$ cat src/rtl/rv_pkg.sv
// Shared core definitions: opcode constants, NOP encoding, hazard FSM states.
package rv_pkg;

    localparam logic [6:0] OP_R  = 7'b0110011;
    localparam logic [6:0] OP_I  = 7'b0010011;
    localparam logic [6:0] OP_LD = 7'b0000011;
    localparam logic [6:0] OP_ST = 7'b0100011;
    localparam logic [6:0] OP_BR = 7'b1100011;

    localparam logic [31:0] NOP = 32'h0000_0013;

    typedef enum logic [1:0] {
        ST_RUN   = 2'd0,
        ST_FLUSH = 2'd1,
        ST_HOLD  = 2'd2
    } hz_state_e;

endpackage

$ cat src/rtl/hazard_detect.sv
// Combinational load-use detection on the IF/ID source registers.
// Shared with the forwarding unit; holds no state.
module hazard_detect
    import rv_pkg::*;
(
    input  logic [6:0] opcode_i,
    input  logic [4:0] rs1_i,
    input  logic [4:0] rs2_i,
    input  logic       mem_read_i,
    input  logic [4:0] rd_i,
    output logic       load_use_o
);

    logic uses_rs1;
    logic uses_rs2;

    // Unknown opcodes read no registers, so they can never stall.
    always_comb begin
        uses_rs1 = 1'b0;
        uses_rs2 = 1'b0;
        unique case (1'b1)
            (opcode_i == OP_R),
            (opcode_i == OP_ST),
            (opcode_i == OP_BR): begin
                uses_rs1 = 1'b1;
                uses_rs2 = 1'b1;
            end
            (opcode_i == OP_I),
            (opcode_i == OP_LD): begin
                uses_rs1 = 1'b1;
            end
            default: begin
                uses_rs1 = 1'b0;
                uses_rs2 = 1'b0;
            end
        endcase
    end

    assign load_use_o = mem_read_i && (rd_i != 5'd0)
                     && ((uses_rs1 && (rd_i == rs1_i))
                      || (uses_rs2 && (rd_i == rs2_i)));

endmodule

$ cat src/rtl/hazard_ctrl.sv
// Front-end stall/flush/hold sequencer for IF/ID and ID/EX.
// Define HAZARD_PERF_CNT_EN to build the stall/flush performance counters.
module hazard_ctrl
    import rv_pkg::*;
#(
    parameter int unsigned BRANCH_PENALTY = 1,
    parameter int unsigned CNT_W          = 16
) (
    input  logic             clk,
    input  logic             rst_n,
    input  logic [6:0]       if_id_opcode,
    input  logic [4:0]       if_id_rs1,
    input  logic [4:0]       if_id_rs2,
    input  logic             id_ex_mem_read,
    input  logic [4:0]       id_ex_rd,
    input  logic             ex_branch_taken,
    input  logic             dmem_busy,
    output logic             pc_write,
    output logic             if_id_write,
    output logic             if_id_flush,
    output logic             id_ex_bubble,
    output logic             pc_sel,
    output logic [CNT_W-1:0] stall_cnt,
    output logic [CNT_W-1:0] flush_cnt
);

    localparam logic [1:0] FCNT_INIT = 2'(BRANCH_PENALTY - 1);

    hz_state_e  state_q, state_d;
    logic [1:0] fcnt_q, fcnt_d;
    logic       load_use;

    hazard_detect u_detect (
        .opcode_i   (if_id_opcode),
        .rs1_i      (if_id_rs1),
        .rs2_i      (if_id_rs2),
        .mem_read_i (id_ex_mem_read),
        .rd_i       (id_ex_rd),
        .load_use_o (load_use)
    );

    always_ff @(posedge clk or negedge rst_n) begin
        if (!rst_n) begin
            state_q <= ST_RUN;
            fcnt_q  <= 2'd0;
        end else begin
            state_q <= state_d;
            fcnt_q  <= fcnt_d;
        end
    end

    always_comb begin
        state_d = state_q;
        fcnt_d  = fcnt_q;
        unique case (state_q)
            ST_RUN: begin
                if (dmem_busy) begin
                    state_d = ST_HOLD;
                end else if (ex_branch_taken && (BRANCH_PENALTY > 1)) begin
                    state_d = ST_FLUSH;
                    fcnt_d  = FCNT_INIT;
                end
            end
            ST_FLUSH: begin
                // A memory hold freezes the remaining flush count.
                if (!dmem_busy) begin
                    fcnt_d = fcnt_q - 2'd1;
                    if (fcnt_q == 2'd1) begin
                        state_d = ST_RUN;
                    end
                end
            end
            ST_HOLD: begin
                if (!dmem_busy) begin
                    state_d = ST_RUN;
                end
            end
            default: begin
                state_d = ST_RUN;
                fcnt_d  = 2'd0;
            end
        endcase
    end

    always_comb begin
        pc_write     = 1'b1;
        if_id_write  = 1'b1;
        if_id_flush  = 1'b0;
        id_ex_bubble = 1'b0;
        pc_sel       = 1'b0;
        unique case (state_q)
            ST_RUN: begin
                if (dmem_busy) begin
                    pc_write    = 1'b0;
                    if_id_write = 1'b0;
                end else if (ex_branch_taken) begin
                    pc_sel       = 1'b1;
                    if_id_flush  = 1'b1;
                    id_ex_bubble = 1'b1;
                end else if (load_use) begin
                    pc_write     = 1'b0;
                    if_id_write  = 1'b0;
                    id_ex_bubble = 1'b1;
                end
            end
            ST_FLUSH: begin
                if (dmem_busy) begin
                    pc_write    = 1'b0;
                    if_id_write = 1'b0;
                end else begin
                    if_id_flush = 1'b1;
                end
            end
            ST_HOLD: begin
                pc_write    = 1'b0;
                if_id_write = 1'b0;
            end
            default: begin
                pc_write = 1'b1;
            end
        endcase
    end

`ifdef HAZARD_PERF_CNT_EN
    logic             stall_cyc;
    logic [CNT_W-1:0] stall_cnt_q, stall_cnt_d;
    logic [CNT_W-1:0] flush_cnt_q, flush_cnt_d;

    assign stall_cyc = (state_q == ST_RUN) && !dmem_busy
                    && !ex_branch_taken && load_use;

    // Counters stick at all-ones instead of wrapping.
    always_comb begin
        stall_cnt_d = stall_cnt_q;
        flush_cnt_d = flush_cnt_q;
        if (stall_cyc && (stall_cnt_q != '1)) begin
            stall_cnt_d = stall_cnt_q + CNT_W'(1);
        end
        if (if_id_flush && (flush_cnt_q != '1)) begin
            flush_cnt_d = flush_cnt_q + CNT_W'(1);
        end
    end

    always_ff @(posedge clk or negedge rst_n) begin
        if (!rst_n) begin
            stall_cnt_q <= '0;
            flush_cnt_q <= '0;
        end else begin
            stall_cnt_q <= stall_cnt_d;
            flush_cnt_q <= flush_cnt_d;
        end
    end

    assign stall_cnt = stall_cnt_q;
    assign flush_cnt = flush_cnt_q;
`else
    assign stall_cnt = '0;
    assign flush_cnt = '0;
`endif

endmodule

$ cat config.mk
export PLATFORM = sky130hd
export DESIGN_NAME = hazard_ctrl
export DESIGN_NICKNAME = d
export VERILOG_FILES = /design/src/rtl/rv_pkg.sv /design/src/rtl/hazard_detect.sv /design/src/rtl/hazard_ctrl.sv
export SDC_FILE = /design/constraint.sdc
export NUM_CORES = 1
export LEC_CHECK = 0
export BUFFER_PORTS_ARGS = -buffer_cell sky130_fd_sc_hd__buf_2
export CAP_MARGIN = 10
export CORE_MARGIN = 2
export CORE_UTILIZATION = 31
export CTS_CLUSTER_SIZE = 28
export DETAILED_ROUTE_END_ITERATION = 8
export PLACE_DENSITY = 0.9
export SYNTH_ARGS = -nofsm -noshare
export SYNTH_HDL_FRONTEND = slang
export SYNTH_SLANG_ARGS = --single-unit
export TNS_END_PERCENT = 20
$ cat constraint.sdc
create_clock -name clk -period 2.2 [get_ports clk]
set_clock_uncertainty 0.15 [all_clocks]
set_input_delay 0.55 -clock clk [delete_from_list [all_inputs] [get_ports clk]]
set_output_delay 0.55 -clock clk [all_outputs]
set_load 0.02 [all_outputs]
==> flow_metrics.tcl <==
set metrics [dict create \
    largest-register "state_q" \
    hp-class "in -> async" \
    netlist_top_cells_area "sky130_fd_sc_hd__buf_4, sky130_fd_sc_hd__xnor2_1, sky130_fd_sc_hd__xor2_1" \
    gpl.final_weighted_congestion 0.657 \
    post_synth_num_cell_types 20 \
    ys_ff_latch 1 \
    final_stage_net_count 122 \
    grt_setup_unrepaired "yes" \
    timing.fmax_ghz 0.421 \
    vdd_ir_drop_max_uv 87.4 \
    netlist_instances 63 \
    floorplan.die.height_microns 43.7 \
    synth_largest_area_cell "sky130_fd_sc_hd__buf_4" \
    path_cells "buf_8 -> or4_4 -> o21ai_4 -> o31a_1 -> buf_6" \
    routedWlPerCell_microns 9.06 \
    cp-start-kind "input pin" \
    design.core.area_sq_um 1490 \
    overall_fraction_of_global_route_tracks_in_use_pct 9.08 \
    cellLeakagePower_uw 0.000355 \
    drt.antenna.violating_nets 0 \
    port-buffer-count 31 \
    power.density_nw_per_um2 252 \
    postLayoutSetupSlackWorst_ns -0.177 \
    crit_slowest_cell "sky130_fd_sc_hd__or4_4" \
    floorplan.initialDensity_pct 32.8 \
    timing.critical_path.arrival_ns 1.68 \
    number_of_buffers_inserted_by_hold_repair_at_cts 0 \
    drive_gt1_share_pct 45.2 \
    total_via_count_after_detailed_routing 417 \
    synth_sequential_area_ratio_pct 5.13 \
    violated_checks "negative setup slack" \
    critPathKind "in -> out" \
    synth_warnings 0 \
    grt_overflow_total 0 \
    antenna_cells_inserted 0 \
    avgViaCountPerCell 3.83 \
    drt_pass1_iterations 1 \
    fin_total_pwr_uw 155 \
    ioPinCount 64 \
    die_width_microns 43.7 \
    drt_iter0_drc 0 \
    total_of_endpoints_with_negative_setup_slack_in_the_final_report 3 \
    synth_top_area_share_pct 52.3 \
    syn_area_per_cell_sq_um 7.75 \
    hpwl_microns 856 \
    reg_top3 "state_q: 1 flops" \
    hold_fails_final_rpt 0 \
    post-route-drc-count 0 \
    syn2layout_area_growth_pct 25.9 \
    required_ns 1.50 \
    finalNonFillerCells 109 \
    core.rowCount 14 \
    largest_register_ffs 1 \
    placed_cells_incl_taps 108 \
    post_synth_instance_area_sq_um 488 \
    cts.reportedPaths.clkPinSlew_ns 0 \
    crit_fanout 2 \
    pin_count_of_the_biggest_net_entering_global_routing 4 \
    grt_antenna_before_repair 0 \
    global_route_wire_length_before_repair_microns 1390 \
    design.die.area_sq_um 1910 \
    final_max_slew_viol_count 0 \
    critPathMaxStageDelay_ns 0.53 \
    routed_wirelength_microns 987 \
    critPathCaptureType "primary output" \
    grt_pass1_vias 371 \
    maxCapViolCount 0 \
    period_needed_ns 2.38 \
    min_period_over_period_pct 108 \
    status "complete, but fails checks" \
]
cells by family after synthesis:
logic type	Yosys count	share of synthesized area, %
flops	1	5.13
other cells	1	0.768
xor+xnor	10	17.9
buf+inv	36	53.8
simple gates	10	12.6
compound gates	5	9.74
cell usage in the layout (no fill, tap or decap), drive strengths merged, types with 2 or more instances in the layout:
cell,synthesis,layout
buf,34,34
nor2,2,2
xor2,5,5
conb,1,32
xnor2,5,5
nand2,2,2
cell usage after synthesis (all sizes together):
cell type,number
a21oi,1
a2bb2oi,1
buf,34
clkbuf,1
conb,1
dfrtp,1
inv,1
nand2,2
nand2b,1
nand3,1
nand4,1
nand4b,1
nor2,2
nor4,1
o21ai,1
o31a,1
o41ai,1
or4,1
xnor2,5
xor2,5
final cells by class:
class | instances | area [sq um]
timing repair buffer | 34 | 209
sequential | 1 | 25.0
fill | 157 | 875
multi-input combinational | 57 | 357
inverter | 1 | 3.75
tap | 16 | 20.0
worst paths after layout:
kind	from	to	slack (ns)
min in group clk	dmem_busy	state_q[1]$_DFFE_PN0P_	0.55
max in group asynchronous	rst_n	state_q[1]$_DFFE_PN0P_	1.63
max	id_ex_rd[3]	if_id_write	-0.18
min	rst_n	state_q[1]$_DFFE_PN0P_	0.18
critical path: cells and delay by family:
| family | cells | cell delay [ns] |
|---|---|---|
| simple gates | 1 | 0.53 |
| compound gates | 2 | 0.36 |
| buf+inv | 2 | 0.22 |
through the flow:
step	TNS [ns]	setup slack, ns	cell area, sq um	hold slack (ns)	utilization, %
6_report	-0.458	-0.177	614	0.178	41.3
5_1_grt	-0.618	-0.212	614	0.180	41.3
4_1_cts	-0.628	-0.213	599	0.179	40.3
3_5_place_dp	-0.635	-0.217	536	0.180	36.0
3_3_place_gp	-0.590	-0.206	536	0.174	36.0
2_1_floorplan	-0.276	-0.182	604	0.104	-
where the power goes:
part           internal, uW  total, uW  leakage (uW)  switching (uW)
logic                  48.6        135      0.000343            85.9
clock network             0          0             0               0
registers              19.7       20.4     0.0000117           0.746
metal layers:
metal / routed length (microns) / up-vias / part of all wire, % / global-route usage (%)
met5: 0 / - / 0 / 0
li1: - / 198 / - / -
met2: 592 / 40 / 60 / 21.8
met1: 262 / 179 / 27 / 8.04
met4: 0 / 0 / 0 / 0
met3: 131 / 0 / 13 / 0.417
timing repair:
item,in CTS,in global routing
hold endpoints to repair,0,0
pin swaps,4,5
endpoints found under the setup margin,3,3
gates resized for setup,14,2
setup buffers,1,0
(Power assumes the default switching activity.)
